<file path="src/rtl/sram_bus_arbiter.sv">
// Shares one SRAM-like bus between the fetch port and the data port, one transaction at a time.
// Data requests win over fetches; fetch responses cancelled by a pipeline flush are swallowed.
module sram_bus_arbiter (
   input  logic        clk,
   input  logic        rst,
   input  logic        inst_req,
   input  logic [31:0] inst_addr,
   input  logic        inst_cancel,
   output logic        inst_addr_ok,
   output logic        inst_data_ok,
   output logic [31:0] inst_rdata,
   input  logic        data_req,
   input  logic        data_wr,
   input  logic [1:0]  data_size,
   input  logic [31:0] data_addr,
   input  logic [31:0] data_wdata,
   output logic        data_addr_ok,
   output logic        data_data_ok,
   output logic [31:0] data_rdata,
   output logic        mem_req,
   output logic        mem_wr,
   output logic [1:0]  mem_size,
   output logic [31:0] mem_addr,
   output logic [31:0] mem_wdata,
   input  logic        mem_addr_ok,
   input  logic        mem_data_ok,
   input  logic [31:0] mem_rdata,
   output logic [1:0]  dbgState
);

   // Handshakes: a requester holds req and its fields until the cycle its addr_ok is high;
   // mem_req stays high with stable fields until mem_addr_ok; each *_ok is a single-cycle pulse.
   typedef enum logic [1:0] {IDLE = 2'd0, ADDR = 2'd1, DATA = 2'd2} arbStateT;
   typedef enum logic {OWN_INST = 1'b0, OWN_DATA = 1'b1} ownerT;

   arbStateT    state;
   arbStateT    nextState;
   ownerT       owner;
   logic        cancelPending;
   logic        grant;
   logic        grantData;
   logic        addrAccept;
   logic        respDone;
   logic        latWr;
   logic [1:0]  latSize;
   logic [31:0] latAddr;
   logic [31:0] latWdata;

   always_comb begin
      nextState = state;
      grant     = 1'b0;
      grantData = 1'b0;
      case (state)
         IDLE: grant = inst_req | data_req;
         ADDR: if (mem_addr_ok) nextState = DATA;
         DATA: begin
            if (mem_data_ok) begin
               grant     = inst_req | data_req;
               nextState = IDLE;
            end
         end
         default: nextState = IDLE;
      endcase
      // A response edge can also take the next grant, so the bus never idles between them.
      if (grant) begin
         nextState = ADDR;
         grantData = data_req;
      end
   end

   assign addrAccept = (state == ADDR) && mem_addr_ok;
   assign respDone   = (state == DATA) && mem_data_ok;

   assign inst_addr_ok = addrAccept && (owner == OWN_INST);
   assign data_addr_ok = addrAccept && (owner == OWN_DATA);
   assign inst_data_ok = respDone && (owner == OWN_INST) && !cancelPending;
   assign data_data_ok = respDone && (owner == OWN_DATA);
   assign inst_rdata   = mem_rdata;
   assign data_rdata   = mem_rdata;

   assign mem_req   = (state == ADDR);
   assign mem_wr    = latWr;
   assign mem_size  = latSize;
   assign mem_addr  = latAddr;
   assign mem_wdata = latWdata;
   assign dbgState  = state;

   always_ff @(posedge clk or negedge rst) begin
      if (!rst) begin
         state         <= IDLE;
         owner         <= OWN_INST;
         cancelPending <= 1'b0;
         latWr         <= 1'b0;
         latSize       <= 2'd0;
         latAddr       <= 32'd0;
         latWdata      <= 32'd0;
      end else begin
         state <= nextState;
         if (grant) begin
            owner    <= grantData ? OWN_DATA : OWN_INST;
            latWr    <= grantData ? data_wr : 1'b0;
            latSize  <= grantData ? data_size : 2'd2;
            latAddr  <= grantData ? data_addr : inst_addr;
            latWdata <= grantData ? data_wdata : 32'd0;
         end
         // Clearing wins: a cancel landing on the response cycle cannot poison the next fetch.
         if (respDone)
            cancelPending <= 1'b0;
         else if (inst_cancel && (owner == OWN_INST) && ((state == DATA) || addrAccept))
            cancelPending <= 1'b1;
      end
   end

endmodule

</file>
<file path="config.mk">
export PLATFORM = sky130hd
export DESIGN_NAME = sram_bus_arbiter
export DESIGN_NICKNAME = d
export VERILOG_FILES = /design/src/rtl/sram_bus_arbiter.sv
export SDC_FILE = /design/constraint.sdc
export NUM_CORES = 1
export LEC_CHECK = 0
export CELL_PAD_IN_SITES_DETAIL_PLACEMENT = 0
export CELL_PAD_IN_SITES_GLOBAL_PLACEMENT = 1
export CORE_AREA = 2 2 106 108
export DETAILED_ROUTE_END_ITERATION = 6
export DIE_AREA = 0 0 108 110
export DONT_BUFFER_PORTS = 1
export GPL_TIMING_DRIVEN = 0
export PLACE_DENSITY_LB_ADDON = 0.2
export SYNTH_ARGS = -nofsm -noshare
export SYNTH_HDL_FRONTEND = slang
export SYNTH_SLANG_ARGS = --single-unit
</file>
<file path="constraint.sdc">
create_clock -name clk -period 2.45 [get_ports clk]
set_input_delay 0.49 -clock clk [delete_from_list [all_inputs] [get_ports clk]]
set_output_delay 0.49 -clock clk [all_outputs]
set_load 0.01 [all_outputs]
</file>
Word-level counts from Yosys, hierarchy flattened --
Index checks and enable logic that the tools add are counted.
Operators by class: reduce and logical (&&, ||, !) cells 14, eq/ne operators 5, multiplexer cells 14, bitwise gates (word level) 2
Operator list (count):
- 2-to-1 mux 32 bit | 2
- logical AND 1 bit | 9
- 2-to-1 mux 2 bit | 4
- 2-to-1 mux 1 bit | 6
- one-hot mux 2 bit (3 select lines) | 1
- inequality test 3 x 1 -> 1 bit (second input constant) | 1
- inequality test 3 bit (second input constant) | 1
- AND reduction 3 bit | 1
- equality test 2 x 1 -> 1 bit (second input constant) | 1
- equality test 2 bit (second input constant) | 1
- logical NOT 2 bit | 1
- inequality test 2 bit (second input constant) | 1
- one-hot mux 1 bit (2 select lines) | 1
- nonzero test 2 bit | 1
- logical NOT 1 bit | 1
- logical OR 1 bit | 1
- inverter 1 bit | 1
- bitwise OR 1 bit | 1
Word-level totals: register bits 71, output and inout port bits 138

Longest topological paths before layout --
Gate-level depths: netlist (run 1).
depth in word-level cells 6, depth in mapped cells 6, depth with buffers taken out 3

Worst setup path after synthesis (run 1) --
OpenSTA, ideal clock, no wires.
path kind input to register, start point in data_req, end point reg latAddr[25], in the netlist mem_addr[25], data required time 2.323 ns, library setup time 0.127 ns, path slack 0.891 ns, cell stages on the path 4, path buffers 2, data arrival time 1.431 ns, path through buf_2 -> buf_2 -> mux2_2 -> mux2_1
Between the ends: longest elaborated chain between the ends 5
Ends and longest elaborated chain:
- start: declaration | RTL line 12 | input logic data_req,
- bitwise OR 1 bit | RTL line 54, 58
- 2-to-1 mux 1 bit | RTL line 57 | if (mem_data_ok) begin
- one-hot mux 1 bit (2 select lines) | RTL line 53 | case (state)
- 2-to-1 mux 1 bit | RTL line 65 | if (grant) begin
- 2-to-1 mux 32 bit | RTL line 103 | latAddr <= grantData ? data_addr : inst_addr;
- end signal: assignment | RTL line 103
- end: declaration | RTL line 46 | logic [31:0] latAddr;
Several ways; a longest one is shown, not always the timed one. A chain may end at the register's enable or synchronous reset.

Final worst setup path (run 1) --
start point reg state[0], in the netlist dbgState[0], end point out data_addr_ok
Between the ends: longest elaborated chain between the ends 3
Ends and longest elaborated chain:
- start: declaration | RTL line 36 | arbStateT state;
- start signal: assignment | RTL line 98 | state <= nextState;
- equality test 2 x 1 -> 1 bit
- net mem_req | RTL line 20 | output logic mem_req,
- logical AND 1 bit | RTL line 71 | assign addrAccept = (state == ADDR) && mem_addr_ok;
- logical AND 1 bit | RTL line 75 | assign data_addr_ok = addrAccept && (owner == OWN_DATA);
- end: declaration | RTL line 17 | output logic data_addr_ok,
The timed path passes the listed nets, and every way through them passes these cells.

==> results of run 1 <==
## worst max-delay path, cell delays in order (launching register included)
cell     delay (ns)
dfrtp_1        0.49
nor2b_1        0.41
nand2_1        0.17
nor2_1         0.27
## worst min path at each step
stage | slack (ns) | cells after the start | end | start
global route | 0.03 | 1 | mem_addr[5]$_DFFE_PN0P_ | rst
finish | 0.02 | 1 | mem_addr[5]$_DFFE_PN0P_ | rst
floorplan | 0.19 | 0 | cancelPending$_DFFE_PN0P_ | rst
CTS | 0.03 | 1 | mem_addr[3]$_DFFE_PN0P_ | rst
global placement | 0.20 | 0 | mem_wdata[25]$_DFFE_PN0P_ | rst
detailed placement | 0.20 | 0 | mem_wdata[25]$_DFFE_PN0P_ | rst
## cell usage in the layout, fill, tap and decap left out, types with 2 or more instances in the layout
master     count
clkbuf_8      10
buf_4         64
dfrtp_1       71
inv_1         38
mux2_2        57
nand2b_1       3
mux2_4         5
bufinv_16      2
mux2i_1       34
inv_6          2
mux2_1         4
buf_6          6
nand2_1       35
nor2_1         4
clkbuf_1       2
buf_2          7
## where the power goes
group / leakage [nW] / total [mW] / internal [mW] / switching [mW]
registers: 0.869 / 2.46 / 1.75 / 0.713
logic: 1.06 / 1.39 / 0.790 / 0.605
clock network: 0.117 / 1.08 / 0.609 / 0.474
## state kept, by name (all words and copies together) (netlist names)
| name | flops |
|---|---|
| cancelPending | 1 |
| mem_size | 2 |
| owner | 1 |
| mem_wdata | 32 |
| dbgState | 2 |
| mem_addr | 32 |
| mem_wr | 1 |
## through the flow
step,std cells,cell area [sq um],setup WS [ns],hold slack (ns)
floorplan,339,3840,0.891,0.194
global placement,479,4010,0.611,0.196
detailed placement,479,4010,0.632,0.196
CTS,496,4270,0.234,0.0252
global route,496,4270,0.106,0.0338
finish,496,4270,0.277,0.0171
## area by class of cell
class                      count  area share, %
sequential                    71           41.6
multi-input combinational    150           31.0
buffer                        80           13.9
tap                          140           4.10
inverter                      38           3.34
clock buffer                  10           3.22
clock inverter                 6           2.14
timing repair buffer           1          0.645
## cell families (layout without fill, tap and decap cells)
group / Yosys count / in the layout / synth area share [%]
AOI/OAI and AO/OA: 5 / 5 / 1.01
buffers and inverters: 118 / 135 / 19.2
DFF: 71 / 71 / 46.3
muxes: 100 / 100 / 28.7
and+or+nand+nor: 45 / 45 / 4.73
## routing by layer
layer | up-vias | global-route usage, % | routed length (um)
met4 | 0 | 5.95 | 180
met5 | - | 0 | 0
met1 | 1093 | 14.5 | 3050
li1 | 1046 | - | -
met3 | 14 | 6.17 | 1020
met2 | 150 | 24.4 | 4440
## repair_timing
action / CTS / global route
hold buffers: 1 / 0
gates resized for setup: 0 / 0
endpoints found under the hold margin: 71 / 0
==> flow_summary.toml, run 1 <==
[cells_and_area]
syn_to_final_growth_pct = 11.3
drive_above_1_share_pct = 43.8
fill_cells = 1057
nets = 489
antenna_cells = 0
seq_area_sq_mm = 0.00178
multi_input_area_sq_mm = 0.00132
fin_util_pct = 39.9

[timing]
min_period_over_period_pct = 88.7
finalSetupTns_ns = 0
max_slew_margin_pct = 68.7
skew_ns = 0.00735
fmaxAchievable_ghz = 0.460
setup_viol = 0
layout_min_cycle_time_ns = 2.17
tightestPinTransition_ns = 0.466
grt_setup_unrepaired = "no"
finalHoldViolations = 0
final_max_slew_viol_count = 0

[floorplan]
fp.dieH_um = 110
initial_core_util_pct = 35.9
rows = 38
die_w_um = 108
die_area_sq_mm = 0.0119
io_pins = 276
coreArea_sq_mm = 0.0107

[detailed_routing]
totalWireLength_um = 8700
wl_per_cell_um = 17.5
first_pass_iters = 4
drc = 0
drt_iter0_markers = 45
post_drt_via_cell_ratio = 4.64
num_vias = 2303
ant_nets = 0

[clock_tree]
clock_sinks = 71
cts_tree = "done"
cts_inserted_buffers = 9
cts_setup_buffers = 0
ctsRootBufferMaster = "clkbuf_8"
clock_path_buffers = 2
clkSlewWorstSetupHoldPaths_ns = 0.08
clock_latency_ns = 0.35
h-tree-depth = 3

[logic_synthesis]
synth_area_leaders = "dfrtp_1, mux2_2, buf_4, mux2i_1, inv_1"
ys_ff_latch = 71
ys.flop_type = "dfrtp_1"
syn-cell-area_sq_mm = 0.00384
yosys_warnings = 0
netlist.area_leader.share_pct = 46.3
synth_commonest_cells = "dfrtp_1, buf_4, mux2_2"
synth_cell_types = 22
synth_most_common_cell = "dfrtp_1"
postSynthCellCount = 339
synth_top_area_cell = "dfrtp_1"
synth_enable_flop_cells = 0
yosysSeqAreaShare_pct = 46.3
avgSynthCellArea_sq_um = 11.3
async_reset_ff_share_pct = 100
syn-num-nets = 477

[critical_path]
reg2reg_to = "mem_addr[24]$_DFFE_PN0P_"
crit_arrival_ns = 1.68
rrSetupSlack_ns = 0.93
crit_end = "data_addr_ok"
cp-start-kind = "flip-flop"
end_kind = "primary output"
crit_start = "dbgState[0]$_DFFE_PN0P_"
worstPathRequired_ns = 1.96
path_class = "flip-flop to primary output"
worstPathMaxFanout = 6
reg2reg_depth = 5
reg2reg_from = "dbgState[1]$_DFFE_PN0P_"

[place]
gp_congestion = 0.652
numPortBuffers = 0
dp_hpwl_um = 6680

[status]
status = "finished clean"

[grt]
antenna_found_initial = 0
grt-ovfl-total = 0
grt_pass1_wl_um = 12200
grt_max_degree = 72
grt_pass1_vias = 2291
grt.total_usage_pct = 13.9

[power_and_ir_drop]
leakage_nw = 2.04
ir_drop_mv = 0.413
powerDensity_mw_per_mm2 = 1160
total_power_mw = 4.94

[flow_run]
max_cap_viol_count = 0

[worst_hold_path]
min-delay-path-class = "primary input to async pin"
Note: power is estimated with default switching activity, not from simulation.
==> inputs of run 2 (changes only) <==
- CTS_BUF_LIST: unset -> sky130_fd_sc_hd__clkbuf_16
==> run 2 against run 1 <==
Effect of this change:
- sequential power about the same
- cell area up 2.1%
- utilization up 0.85 points
- clock skew down 0.0019 ns
- total power up 6.6%
- first-iteration DRC count down 4.4%
- flip-flop and latch count unchanged
- critical path depth unchanged
- final cell count unchanged
- count of clock-buffer cells in the layout down 1
- highest routed layer unchanged
==> flow_summary.toml, run 2 (synthesized netlist as in run 1, its figures left out) <==
[status]
status = "finished clean"

[clock_tree]
clock_sinks = 71
cts_tree = "done"
clock_path_buffers = 2
cts_hold_buffers = 1
ctsRootBufferMaster = "clkbuf_16"
clock_latency_ns = 0.33
cts_resized = 0
cts_inserted_buffers = 9
cts_setup_buffers = 0
h-tree-depth = 3
clkSlewWorstSetupHoldPaths_ns = 0.06

[timing]
setup_viol = 0
fmaxAchievable_ghz = 0.464
min_period_over_period_pct = 87.9
skew_ns = 0.00548
tightestPinTransition_ns = 0.464
layout_min_cycle_time_ns = 2.15
final_max_slew_viol_count = 0
finalSetupTns_ns = 0
finalHoldViolations = 0
grt_setup_unrepaired = "no"
max_slew_margin_pct = 68.8

[worst_hold_path]
min-delay-path-class = "primary input to async pin"

[grt]
antenna_found_initial = 0
busiest_layer = "met2"
use_met2_pct = 24.0
grt_max_degree = 72
grt_pass1_wl_um = 12200
use_met1_pct = 14.5
grt_pass1_vias = 2290
grt.total_usage_pct = 13.8
grt-ovfl-total = 0
grtUsageMet3_pct = 6.29

[detailed_routing]
drc = 0
ant_nets = 0
num_vias = 2315
wl_per_cell_um = 17.5
first_pass_iters = 4
drt_iter0_markers = 43
totalWireLength_um = 8680
post_drt_via_cell_ratio = 4.67

[floorplan]
initial_core_util_pct = 35.9
rows = 38
die_w_um = 108
io_pins = 276
die_area_sq_mm = 0.0119
fp.dieH_um = 110
coreArea_sq_mm = 0.0107

[cells_and_area]
layout_commonest_cell = "dfrtp_1"
layout_common_cells = "dfrtp_1, buf_4, mux2_2"
antenna_cells = 0
fill_cells = 1055
drive_above_1_share_pct = 43.5
syn_to_final_growth_pct = 13.6
nets = 489
fin_util_pct = 40.7

[critical_path]
worstPathRequired_ns = 1.96
crit_arrival_ns = 1.66
max_stage_delay_ns = 0.48
end_kind = "primary output"
path_class = "flip-flop to primary output"
worstPathMaxFanout = 6
critical_path.cell_chain = "nor2b_1 -> nand2_1 -> nor2_1"
cpMaxStageDelayCell = "dfrtp_1"
reg2reg_depth = 5
cp-start-kind = "flip-flop"

[place]
numPortBuffers = 0
dp_hpwl_um = 6680
gp_congestion = 0.652

[flow_run]
max_cap_viol_count = 0

[power_and_ir_drop]
powerDensity_mw_per_mm2 = 1210
leakage_nw = 2.09
ir_drop_mv = 0.462
total_power_mw = 5.27
==> run 2: cell count changes in the layout (fill, tap and decap cells not counted) <==
cell,change
clkbuf_16,+9
clkbuf_8,-10
clkinv_1,+1
==> run 2: layout make-up <==
class	instances	area (sq um)	area share, %
plain buffers	80	594	13.6
clock buffers	9	225	5.17
clock inverters	7	95.1	2.18
inverters	38	143	3.27
multi-input cells	150	1320	30.3
flip-flops and latches	71	1780	40.8
well taps	140	175	4.02
repair buffers	1	27.5	0.631
==> run 2: power by group <==
part / internal [mW] / switching [mW] / total, mW
clock: 0.895 / 0.513 / 1.41
combinational: 0.790 / 0.605 / 1.39
sequential: 1.75 / 0.711 / 2.47
==> run 2: worst paths after layout <==
path                                            from                         to  slack (ns)
max                          dbgState[0]$_DFFE_PN0P_               data_addr_ok        0.30
min                                              rst  mem_wdata[28]$_DFFE_PN0P_        0.04
max reg2reg                  dbgState[1]$_DFFE_PN0P_   mem_addr[24]$_DFFE_PN0P_        0.92
min reg2reg                cancelPending$_DFFE_PN0P_  cancelPending$_DFFE_PN0P_        0.50
max in group asynchronous                        rst   mem_addr[23]$_DFFE_PN0P_        2.12
min in group clk                      data_wdata[23]  mem_wdata[23]$_DFFE_PN0P_        0.30
==> run 2: worst max-delay path: cells and delay by family, from the launching register on <==
family | cells | cell delay (ns)
simple gates | 3 | 0.85
flops | 1 | 0.48
==> run 2: through the flow <==
stage,worst slack [ns],cell area (sq um),hold slack [ns],std cells
2_1_floorplan,0.891,3840,0.194,339
5_1_grt,0.162,4360,0.0625,496
6_report,0.296,4360,0.0432,496
3_3_place_gp,0.611,4010,0.196,479
3_5_place_dp,0.632,4010,0.196,479
4_1_cts,0.259,4360,0.0559,496
==> run 2: metal layers <==
metal / wire length (um) / up-vias
li1: - / 1048
met2: 4500 / 149
met1: 3010 / 1105
met3: 1010 / 13
met4: 167 / 0
met5: 0 / -
==> inputs of run 3 (changes only) <==
- BUFFER_PORTS_ARGS: unset -> -buffer_cell sky130_fd_sc_hd__clkbuf_2
- CORE_AREA: 2 2 106 108 -> unset
- CORE_UTILIZATION: unset -> 32
- DIE_AREA: 0 0 108 110 -> unset
- DONT_BUFFER_PORTS: 1 -> unset
==> run 3 against run 2 <==
Effect of this change:
- the run now ends with design-rule violations left
- maximum frequency rose by 17%
- die area rose by 4.6%
- via count rose by 34%
- sequential share of layout area fell by 8.9 points
- final cell count rose by 49%
- register-to-register slack improved by 0.07 ns
- critical endpoint is now inst_addr_ok
- largest power group is now combinational cells
==> flow_summary.toml, run 3 (synthesized netlist as in run 1, its figures left out) <==
[timing]
grt_setup_unrepaired = "no"
finalSetupTns_ns = 0
skew_ns = 0.00656
tightestPinTransition_ns = 0.451
max_slew_margin_pct = 69.9
layout_min_cycle_time_ns = 1.84
min_period_over_period_pct = 75.2
finalHoldViolations = 0
final_max_slew_viol_count = 0
setup_viol = 0
fmaxAchievable_ghz = 0.543

[critical_path]
worstPathRequired_ns = 1.96
path_class = "flip-flop to primary output"
worstPathMaxFanout = 6
end_kind = "primary output"
cp-start-kind = "flip-flop"
crit_arrival_ns = 1.35

[cells_and_area]
nets = 731
layout_commonest_cell = "clkbuf_2"
layout_common_cells = "clkbuf_2, dfrtp_1, buf_4"
fill_cells = 1120
drive_above_1_share_pct = 66.4
antenna_cells = 0
fin_area_sq_mm = 0.00558
syn_to_final_growth_pct = 45.4

[flow_run]
max_cap_viol_count = 0

[floorplan]
die_area_sq_mm = 0.0124
fp.dieH_um = 111
coreArea_sq_mm = 0.0116
die_w_um = 111
io_pins = 276
initial_core_util_pct = 33.2
rows = 39

[clock_tree]
cts_tree = "done"
cts_inserted_buffers = 9
clock_latency_ns = 0.32
cts_hold_buffers = 0
clkSlewWorstSetupHoldPaths_ns = 0.06
cts_setup_buffers = 0
clock_path_buffers = 2
ctsRootBufferMaster = "clkbuf_16"
cts_resized = 0
h-tree-depth = 3
clock_sinks = 71

[place]
gp_congestion = 0.667
placed_area_sq_mm = 0.00526
numPortBuffers = 242
dp_hpwl_um = 7730

[status]
status = "finished with violations"
violations = "design-rule violations"

[power_and_ir_drop]
powerDensity_mw_per_mm2 = 1060
leakage_nw = 3.09
ir_drop_mv = 0.476

[detailed_routing]
drc = 20
num_vias = 3095
ant_nets = 0
totalWireLength_um = 9600
drt_iter0_markers = 110
post_drt_via_cell_ratio = 4.18
first_pass_iters = 6
wl_per_cell_um = 13.0

[grt]
grt.total_usage_pct = 16.0
grt_pass1_wl_um = 15600
grt-ovfl-total = 0
grt_max_degree = 52
antenna_found_initial = 0
grt_pass1_vias = 3175

[worst_hold_path]
min-delay-path-class = "primary input to async pin"
==> run 3: changes by cell type in the layout (fill, tap and decap cells not counted) <==
| cell | before | now |
|---|---|---|
| clkinv_2 | 1 | 0 |
| inv_6 | 2 | 1 |
| clkbuf_4 | 0 | 1 |
| clkbuf_2 | 0 | 241 |
| clkinvlp_4 | 0 | 2 |
==> run 3: worst paths after layout <==
kind,start,end,slack (ns),cells past startpoint
worst max-delay path,dbgState[0]$_DFFE_PN0P_,inst_addr_ok,0.61,4
max in group asynchronous,rst,mem_addr[27]$_DFFE_PN0P_,1.80,2
worst min register to register,mem_addr[28]$_DFFE_PN0P_,mem_addr[28]$_DFFE_PN0P_,0.48,1
worst max register to register,dbgState[1]$_DFFE_PN0P_,mem_wdata[19]$_DFFE_PN0P_,0.99,5
min in group clk,data_wdata[5],mem_wdata[5]$_DFFE_PN0P_,0.39,3
worst min-delay path,rst,mem_wdata[10]$_DFFE_PN0P_,0.08,1
==> run 3: critical path, stage by stage (launching register included) <==
cell,delay (ns)
dfrtp_1,0.41
nor2b_1,0.23
nand2_1,0.13
nor2_1,0.11
clkbuf_2,0.16
==> run 3: final cells by class <==
type / instances / area (sq um) / share of cell area (%)
Inverter: 38 / 143 / 2.56
Buffer: 80 / 594 / 10.7
Multi-Input combinational cell: 150 / 1320 / 23.7
Tap cell: 143 / 179 / 3.21
Clock buffer: 9 / 225 / 4.04
Sequential cell: 71 / 1780 / 31.9
Clock inverter: 7 / 96.3 / 1.73
Timing Repair Buffer: 243 / 1240 / 22.3
==> run 3: per-layer routing <==
metal / global-route usage (%) / wire length [um] / vias to the layer above
met3: 5.01 / 839 / 7
li1: - / - / 1526
met1: 17.8 / 3700 / 1426
met5: 0 / 0 / -
met4: 4.86 / 90 / 0
met2: 29.0 / 4960 / 136
==> run 3: report_power, final <==
part | internal (mW) | total (mW) | switching, mW
registers | 1.75 | 2.07 | 0.316
logic | 1.26 | 2.44 | 1.19
clock network | 0.893 | 1.40 | 0.510
total | 3.90 | 5.91 | 2.01
==> run 3: metrics by stage <==
step / setup slack (ns) / power, mW / hold WS (ns) / std cells / util (%)
6_report: 0.608 / 5.91 / 0.0841 / 741 / 48.2
5_1_grt: 0.455 / 6.33 / 0.0984 / 741 / 48.2
4_1_cts: 0.571 / 6.02 / 0.0893 / 741 / 48.2
3_5_place_dp: 0.729 / 4.59 / 0.440 / 725 / 45.5
3_3_place_gp: 0.254 / 4.54 / 0.471 / 724 / 45.2
2_1_floorplan: 0.891 / 3.55 / 0.194 / 339 / -
